## config.mk

```make
export PLATFORM = sky130hd
export DESIGN_NAME = pong_match_ctrl_flat
export DESIGN_NICKNAME = d
export VERILOG_FILES = /design/src/rtl/pong_pkg.sv /design/src/rtl/pong_match_ctrl_if.sv /design/src/rtl/pong_frame_counter.sv /design/src/rtl/pong_match_ctrl.sv /design/src/flat_wrapper.sv
export SDC_FILE = /design/constraint.sdc
export NUM_CORES = 1
export LEC_CHECK = 0
export ABC_AREA = 0
export CORE_ASPECT_RATIO = 0.8
export CORE_MARGIN = 2
export CORE_UTILIZATION = 59
export DETAILED_ROUTE_END_ITERATION = 16
export GPL_TIMING_DRIVEN = 0
export PLACE_DENSITY = 0.86
export SLEW_MARGIN = 20
export SYNTH_ARGS = -nofsm -noshare
export SYNTH_HDL_FRONTEND = slang
export SYNTH_HIERARCHICAL = 1
export SYNTH_SLANG_ARGS = --single-unit
```

## constraint.sdc

```tcl
create_clock -name clk -period 8.8 [get_ports clk]
set_input_delay 1.76 -clock clk [delete_from_list [all_inputs] [get_ports clk]]
set_output_delay 1.76 -clock clk [all_outputs]
set_load 0.05 [all_outputs]
```

## src/rtl/pong_pkg.sv

```systemverilog
// Shared types and constants for the Pong match sequencer.
// Latency: n/a (package only).
// Backpressure: n/a.
// Contents: state encodings, menu field codes, setting limits/defaults, winner codes.
package pong_pkg;

  typedef enum logic [2:0] {
    ST_READY     = 3'd0,
    ST_SETTING   = 3'd1,
    ST_SERVE     = 3'd2,
    ST_PLAY      = 3'd3,
    ST_GAME_OVER = 3'd4
  } state_t;

  localparam logic [1:0] SEL_WIN_SCORE  = 2'd0;
  localparam logic [1:0] SEL_BALL_SPEED = 2'd1;
  localparam logic [1:0] SEL_TIME_LIMIT = 2'd2;

  localparam logic [3:0] WIN_SCORE_MIN  = 4'd1;
  localparam logic [3:0] WIN_SCORE_MAX  = 4'd9;
  localparam logic [3:0] WIN_SCORE_DEF  = 4'd5;

  localparam logic [3:0] BALL_SPEED_MIN = 4'd1;
  localparam logic [3:0] BALL_SPEED_MAX = 4'd15;
  localparam logic [3:0] BALL_SPEED_DEF = 4'd2;

  localparam logic [6:0] TIME_LIMIT_MIN  = 7'd10;
  localparam logic [6:0] TIME_LIMIT_MAX  = 7'd90;
  localparam logic [6:0] TIME_LIMIT_STEP = 7'd10;
  localparam logic [6:0] TIME_LIMIT_DEF  = 7'd60;

  localparam logic [1:0] WIN_NONE = 2'd0;
  localparam logic [1:0] WIN_P1   = 2'd1;
  localparam logic [1:0] WIN_P2   = 2'd2;
  localparam logic [1:0] WIN_DRAW = 2'd3;

  // Winner of a match that ended on the clock rather than on points.
  function automatic logic [1:0] judge_timeout(input logic [3:0] s1, input logic [3:0] s2);
    if (s1 > s2)      return WIN_P1;
    else if (s2 > s1) return WIN_P2;
    else              return WIN_DRAW;
  endfunction

endpackage

```

## src/rtl/pong_match_ctrl_if.sv

```systemverilog
// Bundle between the match sequencer and the button/ball/pixel blocks.
// Latency: n/a (wires only).
// Backpressure: none; all signals are pulses or levels.
// Ports: inputs refresh_tick, up/down button pulses, ball_out_*; outputs game
//   state, settings, countdown, scores, new_round, ball_run, game_over, winner.
interface pong_match_ctrl_if;

  logic       refresh_tick;
  logic       up1_pulse;
  logic       down1_pulse;
  logic       up2_pulse;
  logic       down2_pulse;
  logic       ball_out_left;
  logic       ball_out_right;

  logic [2:0] state;
  logic [1:0] setting_sel;
  logic [3:0] win_score;
  logic [3:0] ball_speed;
  logic [6:0] time_limit;
  logic [6:0] seconds;
  logic [3:0] score1;
  logic [3:0] score2;
  logic       new_round;
  logic       ball_run;
  logic       game_over;
  logic [1:0] winner;

  // master: the match sequencer itself
  modport master (
    input  refresh_tick, up1_pulse, down1_pulse, up2_pulse, down2_pulse,
           ball_out_left, ball_out_right,
    output state, setting_sel, win_score, ball_speed, time_limit, seconds,
           score1, score2, new_round, ball_run, game_over, winner
  );

  // slave: datapath side that feeds events in and consumes game status
  modport slave (
    output refresh_tick, up1_pulse, down1_pulse, up2_pulse, down2_pulse,
           ball_out_left, ball_out_right,
    input  state, setting_sel, win_score, ball_speed, time_limit, seconds,
           score1, score2, new_round, ball_run, game_over, winner
  );

endinterface

```

## src/rtl/pong_frame_counter.sv

```systemverilog
// Counts refresh ticks; done fires on the tick that reaches terminal, then wraps.
// Latency: done is combinational on the terminal tick; count updates next edge.
// Backpressure: none.
// Ports: clk, reset (sync, high), clear (sync), tick, terminal -> done.
module pong_frame_counter #(
  parameter int WIDTH = 8
) (
  input  logic             clk,
  input  logic             reset,
  input  logic             clear,
  input  logic             tick,
  input  logic [WIDTH-1:0] terminal,
  output logic             done
);

  logic [WIDTH-1:0] count;

  // terminal counts ticks, so the last tick is seen while count == terminal-1
  assign done = tick && (count == terminal - WIDTH'(1));

  always_ff @(posedge clk) begin
    if (reset || clear) begin
      count <= '0;
    end else if (tick) begin
      count <= done ? '0 : count + WIDTH'(1);
    end
  end

endmodule

```

## src/rtl/pong_match_ctrl.sv

```systemverilog
// Match sequencer: game flow, scores, countdown and menu settings for Pong.
// Latency: every output is registered; inputs act on the next clock edge.
// Backpressure: none; button and tick pulses are consumed in the cycle they arrive.
// Ports: clk, reset (sync, high), bus (pong_match_ctrl_if.master).
module pong_match_ctrl
  import pong_pkg::*;
#(
  parameter int FRAMES_PER_SEC  = 60,
  parameter int SERVE_FRAMES    = 60,
  parameter int GAMEOVER_FRAMES = 180
) (
  input  logic                clk,
  input  logic                reset,
  pong_match_ctrl_if.master   bus
);

  state_t     state_q, state_n;
  logic [1:0] sel_q, sel_n;
  logic [3:0] win_score_q, win_score_n;
  logic [3:0] ball_speed_q, ball_speed_n;
  logic [6:0] time_limit_q, time_limit_n;
  logic [6:0] seconds_q, seconds_n;
  logic [3:0] score1_q, score1_n;
  logic [3:0] score2_q, score2_n;
  logic [1:0] winner_q, winner_n;
  logic       new_round_q, new_round_n;
  logic       ball_run_q, ball_run_n;
  logic       game_over_q, game_over_n;

  logic       fc_clear;
  logic       fc_done;
  logic [7:0] fc_terminal;
  logic       scored;
  logic       win_by_score;
  logic       timeout;

  // One counter serves all three intervals; which one depends on the state.
  always_comb begin
    fc_terminal = 8'(FRAMES_PER_SEC);
    case (state_q)
      ST_SERVE:     fc_terminal = 8'(SERVE_FRAMES);
      ST_GAME_OVER: fc_terminal = 8'(GAMEOVER_FRAMES);
      default:      fc_terminal = 8'(FRAMES_PER_SEC);
    endcase
  end

  pong_frame_counter #(.WIDTH(8)) u_frame_counter (
    .clk      (clk),
    .reset    (reset),
    .clear    (fc_clear),
    .tick     (bus.refresh_tick),
    .terminal (fc_terminal),
    .done     (fc_done)
  );

  always_comb begin
    state_n      = state_q;
    sel_n        = sel_q;
    win_score_n  = win_score_q;
    ball_speed_n = ball_speed_q;
    time_limit_n = time_limit_q;
    seconds_n    = seconds_q;
    score1_n     = score1_q;
    score2_n     = score2_q;
    winner_n     = winner_q;
    scored       = 1'b0;
    win_by_score = 1'b0;
    timeout      = 1'b0;

    case (state_q)
      ST_READY: begin
        if (bus.up1_pulse) begin
          score1_n  = '0;
          score2_n  = '0;
          winner_n  = WIN_NONE;
          seconds_n = time_limit_q;
          state_n   = ST_SERVE;
        end else if (bus.down1_pulse) begin
          state_n = ST_SETTING;
        end
      end

      ST_SETTING: begin
        if (bus.down2_pulse) begin
          sel_n     = SEL_WIN_SCORE;
          seconds_n = time_limit_q;
          state_n   = ST_READY;
        end else if (bus.up2_pulse) begin
          sel_n = (sel_q == SEL_TIME_LIMIT) ? SEL_WIN_SCORE : sel_q + 2'd1;
        end else if (bus.up1_pulse) begin
          case (sel_q)
            SEL_WIN_SCORE:
              if (win_score_q < WIN_SCORE_MAX) win_score_n = win_score_q + 4'd1;
            SEL_BALL_SPEED:
              if (ball_speed_q < BALL_SPEED_MAX) ball_speed_n = ball_speed_q + 4'd1;
            default:
              time_limit_n = (time_limit_q <= TIME_LIMIT_MAX - TIME_LIMIT_STEP)
                           ? time_limit_q + TIME_LIMIT_STEP : TIME_LIMIT_MAX;
          endcase
        end else if (bus.down1_pulse) begin
          case (sel_q)
            SEL_WIN_SCORE:
              if (win_score_q > WIN_SCORE_MIN) win_score_n = win_score_q - 4'd1;
            SEL_BALL_SPEED:
              if (ball_speed_q > BALL_SPEED_MIN) ball_speed_n = ball_speed_q - 4'd1;
            default:
              time_limit_n = (time_limit_q >= TIME_LIMIT_MIN + TIME_LIMIT_STEP)
                           ? time_limit_q - TIME_LIMIT_STEP : TIME_LIMIT_MIN;
          endcase
        end
      end

      ST_SERVE: begin
        if (fc_done) state_n = ST_PLAY;
      end

      ST_PLAY: begin
        // Left exit wins a tie with a simultaneous right exit.
        if (bus.ball_out_left) begin
          score2_n = score2_q + 4'd1;
          scored   = 1'b1;
          if (score2_n == win_score_q) begin
            win_by_score = 1'b1;
            winner_n     = WIN_P2;
          end
        end else if (bus.ball_out_right) begin
          score1_n = score1_q + 4'd1;
          scored   = 1'b1;
          if (score1_n == win_score_q) begin
            win_by_score = 1'b1;
            winner_n     = WIN_P1;
          end
        end

        if (fc_done && (seconds_q != 7'd0)) begin
          seconds_n = seconds_q - 7'd1;
          timeout   = (seconds_q == 7'd1);
        end

        // Points are applied before the clock is judged.
        if (win_by_score) begin
          state_n = ST_GAME_OVER;
        end else if (timeout) begin
          winner_n = judge_timeout(score1_n, score2_n);
          state_n  = ST_GAME_OVER;
        end else if (scored) begin
          state_n = ST_SERVE;
        end
      end

      ST_GAME_OVER: begin
        if (fc_done) state_n = ST_READY;
      end

      default: state_n = ST_READY;
    endcase

    fc_clear    = (state_n != state_q);
    new_round_n = (state_n == ST_SERVE) && (state_q != ST_SERVE);
    ball_run_n  = (state_n == ST_PLAY);
    game_over_n = (state_n == ST_GAME_OVER);
  end

  always_ff @(posedge clk) begin
    if (reset) begin
      state_q      <= ST_READY;
      sel_q        <= SEL_WIN_SCORE;
      win_score_q  <= WIN_SCORE_DEF;
      ball_speed_q <= BALL_SPEED_DEF;
      time_limit_q <= TIME_LIMIT_DEF;
      seconds_q    <= TIME_LIMIT_DEF;
      score1_q     <= '0;
      score2_q     <= '0;
      winner_q     <= WIN_NONE;
      new_round_q  <= 1'b0;
      ball_run_q   <= 1'b0;
      game_over_q  <= 1'b0;
    end else begin
      state_q      <= state_n;
      sel_q        <= sel_n;
      win_score_q  <= win_score_n;
      ball_speed_q <= ball_speed_n;
      time_limit_q <= time_limit_n;
      seconds_q    <= seconds_n;
      score1_q     <= score1_n;
      score2_q     <= score2_n;
      winner_q     <= winner_n;
      new_round_q  <= new_round_n;
      ball_run_q   <= ball_run_n;
      game_over_q  <= game_over_n;
    end
  end

  assign bus.state       = state_q;
  assign bus.setting_sel = sel_q;
  assign bus.win_score   = win_score_q;
  assign bus.ball_speed  = ball_speed_q;
  assign bus.time_limit  = time_limit_q;
  assign bus.seconds     = seconds_q;
  assign bus.score1      = score1_q;
  assign bus.score2      = score2_q;
  assign bus.new_round   = new_round_q;
  assign bus.ball_run    = ball_run_q;
  assign bus.game_over   = game_over_q;
  assign bus.winner      = winner_q;

endmodule

```

## src/flat_wrapper.sv

```systemverilog
// flat-port wrapper written by rule: the top's interface ports become plain ports
module pong_match_ctrl_flat import pong_pkg::*;
#(
  parameter int FRAMES_PER_SEC  = 60,
  parameter int SERVE_FRAMES    = 60,
  parameter int GAMEOVER_FRAMES = 180
)
  (clk, reset, bus_refresh_tick, bus_up1_pulse, bus_down1_pulse, bus_up2_pulse, bus_down2_pulse, bus_ball_out_left, bus_ball_out_right, bus_state, bus_setting_sel, bus_win_score, bus_ball_speed, bus_time_limit, bus_seconds, bus_score1, bus_score2, bus_new_round, bus_ball_run, bus_game_over, bus_winner);
  pong_match_ctrl_if bus_i ();
  input  logic clk;
  input  logic reset;
  input wire logic [$bits(bus_i.refresh_tick)-1:0] bus_refresh_tick;
  input wire logic [$bits(bus_i.up1_pulse)-1:0] bus_up1_pulse;
  input wire logic [$bits(bus_i.down1_pulse)-1:0] bus_down1_pulse;
  input wire logic [$bits(bus_i.up2_pulse)-1:0] bus_up2_pulse;
  input wire logic [$bits(bus_i.down2_pulse)-1:0] bus_down2_pulse;
  input wire logic [$bits(bus_i.ball_out_left)-1:0] bus_ball_out_left;
  input wire logic [$bits(bus_i.ball_out_right)-1:0] bus_ball_out_right;
  output wire logic [$bits(bus_i.state)-1:0] bus_state;
  output wire logic [$bits(bus_i.setting_sel)-1:0] bus_setting_sel;
  output wire logic [$bits(bus_i.win_score)-1:0] bus_win_score;
  output wire logic [$bits(bus_i.ball_speed)-1:0] bus_ball_speed;
  output wire logic [$bits(bus_i.time_limit)-1:0] bus_time_limit;
  output wire logic [$bits(bus_i.seconds)-1:0] bus_seconds;
  output wire logic [$bits(bus_i.score1)-1:0] bus_score1;
  output wire logic [$bits(bus_i.score2)-1:0] bus_score2;
  output wire logic [$bits(bus_i.new_round)-1:0] bus_new_round;
  output wire logic [$bits(bus_i.ball_run)-1:0] bus_ball_run;
  output wire logic [$bits(bus_i.game_over)-1:0] bus_game_over;
  output wire logic [$bits(bus_i.winner)-1:0] bus_winner;
  assign bus_i.refresh_tick = bus_refresh_tick;
  assign bus_i.up1_pulse = bus_up1_pulse;
  assign bus_i.down1_pulse = bus_down1_pulse;
  assign bus_i.up2_pulse = bus_up2_pulse;
  assign bus_i.down2_pulse = bus_down2_pulse;
  assign bus_i.ball_out_left = bus_ball_out_left;
  assign bus_i.ball_out_right = bus_ball_out_right;
  assign bus_state = bus_i.state;
  assign bus_setting_sel = bus_i.setting_sel;
  assign bus_win_score = bus_i.win_score;
  assign bus_ball_speed = bus_i.ball_speed;
  assign bus_time_limit = bus_i.time_limit;
  assign bus_seconds = bus_i.seconds;
  assign bus_score1 = bus_i.score1;
  assign bus_score2 = bus_i.score2;
  assign bus_new_round = bus_i.new_round;
  assign bus_ball_run = bus_i.ball_run;
  assign bus_game_over = bus_i.game_over;
  assign bus_winner = bus_i.winner;
  pong_match_ctrl #(.FRAMES_PER_SEC(FRAMES_PER_SEC), .SERVE_FRAMES(SERVE_FRAMES), .GAMEOVER_FRAMES(GAMEOVER_FRAMES)) u_core (.clk(clk), .reset(reset), .bus(bus_i));
endmodule
```

==> qor.yml, run 1 <==
run_status:
  status: "complete, no violations"
drt:
  routed.top_layer: "met4"
  drt.antenna.violating_nets: 0
  route.detailed.drc: 0
  wire_per_inst_um: 15.25
  finalWirelength_mm: 8.372
  drt_first_pass_iters: 4
  via_per_inst: 5.893
  wl_met1_mm: 3.901
  wl_met3_um: 479
  vias: 3235
  met2WireLength_mm: 3.894
  drtIter0Drc: 282
worst_hold_path:
  hold_start: "u_core/bus.winner[1]"
  hp-class: "flip-flop to flip-flop"
  holdPathStages: 1
  holdPathEnd: "u_core/bus.winner[1]"
cts:
  clk_path_buf_depth: 2
  clkSinkCount: 47
  postCtsHoldBufs: 0
  clkTransAtPathRegs_ns: 0.09
  clock_latency_ns: 0.30
  cts_resized: 0
  postCtsSetupBuffers: 0
  cts_tree: "done"
  cts_buffers: 5
  htreeDepth: 2
  cts_root_buffer: "clkbuf_8"
sta:
  worstMarginPinSlew_ns: 0.6415
  min_period_ns: 4.731
  timing.slew.headroom_pct: 57.10
  max_freq_ghz: 0.2114
  rsz0062_at_grt: "false"
  slew_viol_final: 0
  hold_viol: 0
  finalSetupTns_ns: 0
  setup_viol: 0
  finClkSkew_ns: 0.007269
  final.period_utilization_pct: 53.76
synth:
  yosys_most_used_dff: "dfxtp_1"
  yosysTopAreaCellShare_pct: 28.59
  syn_area_um2: 3291
  ys_types: 67
  synthAdderAreaFrac_pct: 6.844
  synth_cells: 404
  syn_area_per_cell_um2: 8.145
  synthSimpleGateAreaFrac_pct: 26.54
  synth_xor_area_share_pct: 9.848
  synth_area_leader_cell: "dfxtp_1"
  synth-async-reset-ratio_pct: 0
  synth_compound_gate_area_share_pct: 19.20
  synth_top_family_by_area: "simple AND/OR/NAND/NOR gates"
  ys_ff_latch: 47
  synthMuxAreaShare_pct: 3.764
  ys_seq_area_share_pct: 28.59
  synth_edf_count: 0
  yosysWarnings: 6
  synth_area_leaders: "dfxtp_1 29%, ha_1 6.8%, xnor2_1 6.4%"
die:
  die_x_um: 87.50
  dieHeight_um: 70.80
  core_um2: 5405
  initial_core_util_pct: 60.88
  ioPinCount: 49
  die_area_um2: 6194
  rows: 24
layout:
  finalNetCount: 511
  drive_above_1_share_pct: 8.264
  syn2layout_area_growth_pct: 22.97
  fin_cells: 549
  diodes: 0
placed_design:
  place_inst: 542
  place.gp.congestion: 0.8743
  dp_hpwl_mm: 6.225
  portBuffers: 47
pwr:
  p_per_area_nw_per_um2: 108.3
  ir_drop_uv: 86.17
  p_leak_uw: 0.001556
global_routing:
  grt_max_degree: 15
  grt_pass1_wl_mm: 14.01
  overflow: 0
  antenna_found_initial: 0
  grtUsageTotal_pct: 28.11
  first_global_vias: 2984
setup_path:
  cp.required_ns: 9.03
  cp_max_fo: 14
  crit_type: "primary input to flip-flop"
  worst_setup_path_start_kind: "primary input"
  r2r-end: "u_core/u_frame_counter/count[5]"
  reg2reg_setup_slack_ns: 4.45
  worstRegToRegCells: 16
  crit_arrival_ns: 4.96
  r2r-start: "u_core/bus.state[1]"
  critPathCaptureType: "flip-flop"
job:
  maxCapViolCount: 0
[synthesized netlist by cell type, types with 10 or more instances]
cell / count
ha_1: 18
nand3_1: 10
o21ai_0: 19
xor2_1: 13
xnor2_1: 24
nand2_1: 16
a21oi_1: 21
dfxtp_1: 47
nor3_1: 17
nor2_1: 55
clkbuf_1: 14
inv_1: 16
[per-layer routing]
layer	up-vias	GRT usage [%]
met5	-	0
met4	0	6.838
met3	13	5.018
met2	113	45.12
met1	1527	39.35
li1	1582	-
[metrics by stage]
step           hold slack [ns]  total power, uW  instance area (um2)  util (%)  worst slack (ns)
6_report                0.5481            438.3                 4046     74.86             4.069
5_1_grt                 0.5700            455.0                 4046     74.86             3.825
4_1_cts                 0.5536            439.6                 4046     74.86             4.100
3_5_place_dp            0.5225            283.9                 3940     72.89             3.794
3_3_place_gp            0.5189            282.3                 3940     72.89             3.863
2_1_floorplan           0.4981            266.2                 3388         -             4.973
[final cells by class]
cell class,count,area (um2)
buffer,24,103.9
tap,65,81.33
sequential,47,940.9
inverter,16,60.06
timing repair buffer,47,470.5
fill,449,1359
clock inverter,2,37.54
multi-input combinational,343,2283
clock buffer,5,68.82
[critical path, cell delays in order]
cell and delay [ns]:
clkdlybuf4s50_1 0.59, o2111ai_1 0.25, a211oi_4 0.63, nand2_1 0.19, nor4_4 0.35, or2b_2 0.21
o32a_2 0.20, mux2i_1 0.10, or2_2 0.30, buf_1 0.18, nor3_1 0.19
[how the worst max path moves through the flow]
stage / start / to / slack (ns)
2_1_floorplan: bus_refresh_tick / u_core/u_frame_counter/count[2] / 4.97
3_3_place_gp: bus_refresh_tick / u_core/u_frame_counter/count[7] / 3.86
3_5_place_dp: bus_refresh_tick / u_core/u_frame_counter/count[7] / 3.79
4_1_cts: bus_refresh_tick / u_core/u_frame_counter/count[5] / 4.10
5_1_grt: bus_refresh_tick / u_core/u_frame_counter/count[3] / 3.83
6_report: bus_refresh_tick / u_core/u_frame_counter/count[5] / 4.07
[power by group]
group          internal, uW  switching [uW]
registers               215            2.91
logic                  24.2            38.7
clock network          83.1            74.6
[flip-flops by register name (all words and copies together) (netlist names), 2 cells and up]
name / count
u_core/bus.setting_sel: 2
u_core/bus.winner: 2
u_core/u_frame_counter/count: 8
u_core/bus.score2: 4
u_core/bus.seconds: 7
u_core/bus.win_score: 4
u_core/bus.state: 3
u_core/bus.time_limit: 6
u_core/bus.score1: 4
u_core/bus.ball_speed: 4
[cells in the final DEF, fill, tap and decap left out, types with 14 or more instances in the layout]
cell	n
a21oi_1	21
nor3_1	17
xnor2_1	24
o21ai_0	19
inv_1	16
nor2_1	55
clkdlybuf4s50_1	47
conb_1	28
clkbuf_1	14
dfxtp_1	47
ha_1	18
nand2_1	16
[cells by family after synthesis]
family / count (synthesis)
AO/OA/AOI/OAI: 91
XOR/XNOR: 37
adder cells (fa/ha/maj): 18
buffers and inverters: 40
flip-flops: 47
multiplexers: 12
other: 2
AND/OR/NAND/NOR: 157
No activity file was read; power rests on OpenSTA's default activity.
==> run 2, diff against run 1 <==
--- a/config.mk
+++ b/config.mk
@@ -8,10 +8,10 @@
 export ABC_AREA = 0
 export CORE_ASPECT_RATIO = 0.8
 export CORE_MARGIN = 2
-export CORE_UTILIZATION = 59
+export CORE_UTILIZATION = 50
 export DETAILED_ROUTE_END_ITERATION = 16
 export GPL_TIMING_DRIVEN = 0
-export PLACE_DENSITY = 0.86
+export PLACE_DENSITY = 0.78
 export SLEW_MARGIN = 20
 export SYNTH_ARGS = -nofsm -noshare
 export SYNTH_HDL_FRONTEND = slang
==> constraint.sdc (replaced) <==
create_clock -name clk -period 4.3 [get_ports clk]
set_input_delay 0.86 -clock clk [delete_from_list [all_inputs] [get_ports clk]]
set_output_delay 0.86 -clock clk [all_outputs]
set_load 0.05 [all_outputs]
==> run 2 against run 1 <==
Against the previous run:
- count of clock-buffer cells in the layout up 1
- flip-flop and latch count unchanged
- register-to-register slack worse by 4.2 ns
- clock power up 72%
- global-route usage down 5.0 points
- via count down 2.2%
- wire length down 2.7%
- cell count up 4.0%
- hold slack better by 0.0050 ns
- sequential power up 100%
- critical endpoint is now u_core/u_frame_counter/count[6]
- largest cell class unchanged
==> qor.yml, run 2 (same netlist as run 1, synthesis figures left out) <==
global_routing:
  first_global_vias: 2944
  grtUsageTotal_pct: 23.13
  busiest_layer: "met2"
  grt_max_degree: 15
  met1_usage_pct: 33.44
  overflow: 0
  use_met2_pct: 36.67
  grt_pass1_wl_mm: 13.74
  antenna_found_initial: 0
  met3_usage_pct: 3.462
cts:
  clock_latency_ns: 0.30
  cts_buffers: 5
  cts_resized: 0
  cts_tree: "done"
  clk_path_buf_depth: 2
  clkSinkCount: 47
  cts_root_buffer: "clkbuf_8"
  htreeDepth: 2
  clkTransAtPathRegs_ns: 0.09
layout:
  drive_above_1_share_pct: 8.830
  syn2layout_area_growth_pct: 23.80
  diodes: 0
  finalNetCount: 514
  top_register: "u_core/u_frame_counter/count"
  finish.instance_area_um2: 4074
  fin_cells: 571
  layout_commonest_cell: "nor2_1"
  largest_reg_flops: 8
  final_cell_mix: "55 x nor2_1, 47 x clkdlybuf4s50_1, 47 x dfxtp_1"
drt:
  via_per_inst: 5.541
  vias: 3164
  finalWirelength_mm: 8.147
  drt_first_pass_iters: 4
  drtIter0Drc: 166
  wire_per_inst_um: 14.27
  drt.antenna.violating_nets: 0
  route.detailed.drc: 0
sta:
  rsz0062_at_grt: "false"
  finalSetupTns_ns: 0
  min_period_ns: 4.033
  setup_viol: 0
  final.period_utilization_pct: 93.79
  slew_viol_final: 0
  timing.slew.headroom_pct: 58.83
  worstMarginPinSlew_ns: 0.6020
  max_freq_ghz: 0.2480
  hold_viol: 0
  finClkSkew_ns: 0.006817
pwr:
  pwr-share-comb_pct: 15.2
  p_leak_uw: 0.001569
  p_per_area_nw_per_um2: 207.3
  intPower_uw: 615.4
  p_sw_uw: 229.0
  pwr-share-seq_pct: 52.7
  ir_drop_uv: 104.6
  switching_share_pct: 27.12
  pwr-share-clk_pct: 32.1
die:
  die_area_um2: 7250
  dieHeight_um: 76.56
  core_um2: 6376
  die_x_um: 94.70
  rows: 26
  ioPinCount: 49
  initial_core_util_pct: 51.61
setup_path:
  critPathCaptureType: "flip-flop"
  crit_type: "flip-flop to flip-flop"
  worst_setup_path_start_kind: "flip-flop"
  crit_arrival_ns: 4.26
  cp_max_fo: 10
  cp.required_ns: 4.52
run_status:
  status: "complete, no violations"
placed_design:
  dp_hpwl_mm: 6.152
  place.gp.congestion: 0.8811
  portBuffers: 47
  place_inst: 561
  placed_cell_area_um2: 3964
job:
  maxCapViolCount: 0
worst_hold_path:
  hp-class: "flip-flop to flip-flop"
## run 2: changes by cell type in the layout (fill, tap and decap cells not counted)
cell / delta
bufinv_16: -1
clkbuf_8: +1
clkinv_2: +1
clkinvlp_4: -1
buf_4: +3
## run 2: metrics by stage
stage          utilization, %  hold WS (ns)  total power, uW  setup WS [ns]
6_report                63.89        0.5531            844.4         0.2672
2_1_floorplan               -        0.4981            544.8         0.4839
4_1_cts                 63.54        0.5460            849.8        0.08636
3_5_place_dp            62.17        0.5222            581.4        0.09653
3_3_place_gp            62.17        0.5215            578.7         0.1726
5_1_grt                 63.89        0.5781            879.1        0.04927
## run 2: worst max-delay path, stage by stage (launching register included)
cell and delay (ns):
dfxtp_1 0.39, clkbuf_1 0.37, nand2b_1 0.12, or2_2 0.38
inv_1 0.10, xnor2_1 0.21, o221a_1 0.27, a211oi_2 0.06
a211oi_4 0.38, nand2_1 0.15, nor4_4 0.32, or2b_2 0.21
o32a_2 0.20, mux2i_1 0.10, or2_2 0.30, buf_1 0.19
nor3_1 0.20
## run 2: routing by layer
metal	up-vias	part of all wire (%)
met1	1498	50
met4	0	0.75
met3	7	4.3
met5	-	0
met2	75	45
li1	1584	-
## run 2: area by class of cell
cell class | count | area [um2]
fillers | 577 | 2302
multi-input cells | 343 | 2283
flip-flops and latches | 47 | 940.9
repair buffers | 50 | 493.0
well taps | 84 | 105.1
plain buffers | 24 | 103.9
clock buffers | 6 | 82.58
inverters | 16 | 60.06
clock inverters | 1 | 5.005
## run 2: what timing repair did
| action | CTS | global route |
|---|---|---|
| setup buffers | 0 | 3 |
| hold buffers | 0 | 0 |
| setup endpoints to repair | 0 | 8 |
## run 2: power groups by stage
stage	Combinational (uW)	Clock, uW	Sequential, uW
4_1_cts	126	278	445
2_1_floorplan	78.1	0	467
3_3_place_gp	123	0	455
3_5_place_dp	126	0	455
5_1_grt	141	293	446
6_report	128	271	445
## run 2: final timing paths
| check | from | endpoint | slack (ns) | cells past startpoint |
|---|---|---|---|---|
| setup / recovery | u_core/bus.state[2] | u_core/u_frame_counter/count[6] | 0.27 | 16 |
| hold / removal | u_core/bus.seconds[6] | u_core/bus.seconds[6] | 0.55 | 2 |
| setup reg to reg | u_core/bus.state[2] | u_core/u_frame_counter/count[6] | 0.27 | 16 |
| hold reg to reg | u_core/bus.seconds[6] | u_core/bus.seconds[6] | 0.55 | 2 |
==> run 3, diff against run 2 <==
--- a/config.mk
+++ b/config.mk
@@ -8,11 +8,11 @@
 export ABC_AREA = 0
 export CORE_ASPECT_RATIO = 0.8
 export CORE_MARGIN = 2
-export CORE_UTILIZATION = 50
+export CORE_UTILIZATION = 46
 export DETAILED_ROUTE_END_ITERATION = 16
 export GPL_TIMING_DRIVEN = 0
-export PLACE_DENSITY = 0.78
-export SLEW_MARGIN = 20
+export PLACE_DENSITY = 0.72
+export SLEW_MARGIN = 40
 export SYNTH_ARGS = -nofsm -noshare
 export SYNTH_HDL_FRONTEND = slang
 export SYNTH_HIERARCHICAL = 1
==> run 3 against run 2 <==
Against the previous run:
- via count did not move
- design area barely moved
- critical path depth rose by 1
- global-route usage fell by 2.1 points
- clock skew fell by 0.00055 ns
- critical endpoint is now u_core/u_frame_counter/count[7]
- sequential share of layout area barely moved
- register-to-register slack improved by 0.09 ns
- power rose by 0.31%
- largest cell class unchanged
- clock power barely moved
- setup slack improved by 0.088 ns
- cell count rose by 0.53%
==> qor.yml, run 3 (same netlist as run 1, synthesis figures left out) <==
layout:
  final_cell_mix: "55 x nor2_1, 47 x clkdlybuf4s50_1, 47 x dfxtp_1"
  fillers: 674
  diodes: 0
  finish.instance_area_um2: 4078
  finalNetCount: 514
  multi_input_area_um2: 2283
  seqCellArea_um2: 940.9
  largest_reg_flops: 8
  syn2layout_area_growth_pct: 23.92
  layout_commonest_cell: "nor2_1"
  drive_above_1_share_pct: 8.830
  top_register: "u_core/u_frame_counter/count"
cts:
  cts_root_buffer: "clkbuf_8"
  cts_buffers: 5
  htreeDepth: 2
  cts_tree: "done"
  cts_resized: 0
  postCtsHoldBufs: 0
  clock_latency_ns: 0.30
  postCtsSetupBuffers: 0
  clkTransAtPathRegs_ns: 0.08
  clkSinkCount: 47
  clk_path_buf_depth: 2
sta:
  hold_viol: 0
  timing.slew.headroom_pct: 58.46
  worstMarginPinSlew_ns: 0.6231
  rsz0062_at_grt: "false"
  setup_viol: 0
  finClkSkew_ns: 0.006264
  min_period_ns: 3.945
  finalSetupTns_ns: 0
  max_freq_ghz: 0.2535
  final.period_utilization_pct: 91.74
  slew_viol_final: 0
pwr:
  p_leak_uw: 0.001569
  p_per_area_nw_per_um2: 207.7
  finalPower_uw: 847.0
  ir_drop_uv: 132.0
die:
  ioPinCount: 49
  dieHeight_um: 79.65
  die_x_um: 98.56
  initial_core_util_pct: 47.75
  die_area_um2: 7850
  rows: 27
  core_um2: 6892
setup_path:
  cp_max_fo: 10
  slowest_stage: "dfxtp_1"
  crit_arrival_ns: 4.16
  slowest_delay_ns: 0.38
  crit_type: "flip-flop to flip-flop"
  path_cells: "clkbuf_1 -> nand2b_1 -> or2_2 -> inv_1 -> xnor2_1 -> o221a_1 -> a211oi_2 -> a211oi_4 -> buf_4 -> nand2_1 -> nor4_4 -> or2b_2 -> o32a_2 -> mux2i_1 -> or2_2 -> buf_1 -> nor3_1"
  worst_setup_path_start_kind: "flip-flop"
  cp_common_cell: "or2_2"
  critPathCaptureType: "flip-flop"
  cp.required_ns: 4.52
drt:
  drtIter0Drc: 166
  wire_per_inst_um: 14.39
  drt_first_pass_iters: 5
  finalWirelength_mm: 8.257
  drt.antenna.violating_nets: 0
  route.detailed.drc: 0
  vias: 3164
  via_per_inst: 5.512
worst_hold_path:
  hp-class: "flip-flop to flip-flop"
global_routing:
  grt_pass1_wl_mm: 13.54
  overflow: 0
  first_global_vias: 2911
  grtUsageTotal_pct: 21.07
  antenna_found_initial: 0
  grt_max_degree: 15
job:
  maxCapViolCount: 0
placed_design:
  dp_hpwl_mm: 6.156
  portBuffers: 47
  placed_cell_area_um2: 3968
  place.gp.congestion: 0.8343
run_status:
  status: "complete, no violations"
==> run 3: metrics by stage <==
| stage | std cells | worst slack (ns) | utilization [%] | hold WS (ns) |
|---|---|---|---|---|
| 2_1_floorplan | 430 | 0.4839 | - | 0.4981 |
| 3_3_place_gp | 564 | 0.1462 | 57.57 | 0.5215 |
| 3_5_place_dp | 564 | 0.1301 | 57.57 | 0.5227 |
| 4_1_cts | 571 | 0.1285 | 58.84 | 0.5449 |
| 5_1_grt | 574 | 0.07062 | 59.17 | 0.5723 |
| 6_report | 574 | 0.3554 | 59.17 | 0.5419 |
==> run 3: final cells by class <==
class | count | area share, %
Inverter | 16 | 1.473
Clock inverter | 1 | 0.1227
Tap cell | 87 | 2.670
Buffer | 24 | 2.547
Multi-Input combinational cell | 343 | 56.00
Timing Repair Buffer | 50 | 12.09
Sequential cell | 47 | 23.07
Clock buffer | 6 | 2.025
==> run 3: per-layer routing <==
layer / vias up / wire [um] / track usage, %
met1: 1481 / 4160 / 30.09
met2: 93 / 3572 / 33.06
met4: 0 / 90 / 5.479
met3: 9 / 433 / 3.503
li1: 1581 / - / -
met5: - / 0 / 0
==> run 3: power by group <==
part	total (uW)	internal [uW]	switching [uW]	leakage, uW
registers	445	439	5.74	0.000380
clock network	273	126	147	0.0000470
logic	129	49.5	79.1	0.00114
==> run 3: critical path: cells and delay by family (launching register included) <==
| kind | cells | cell delay (ns) |
|---|---|---|
| buf+inv | 4 | 0.83 |
| xor+xnor | 1 | 0.12 |
| flops | 1 | 0.38 |
| compound gates | 4 | 0.90 |
| simple gates | 7 | 1.50 |
| mux | 1 | 0.14 |
==> run 3: final timing paths <==
| check | start | to | slack (ns) | cells after the start |
|---|---|---|---|---|
| setup / recovery | u_core/bus.state[2] | u_core/u_frame_counter/count[7] | 0.36 | 17 |
| hold / removal | u_core/bus.seconds[6] | u_core/bus.seconds[6] | 0.54 | 2 |
| hold reg to reg | u_core/bus.seconds[6] | u_core/bus.seconds[6] | 0.54 | 2 |
| setup reg to reg | u_core/bus.state[2] | u_core/u_frame_counter/count[7] | 0.36 | 17 |
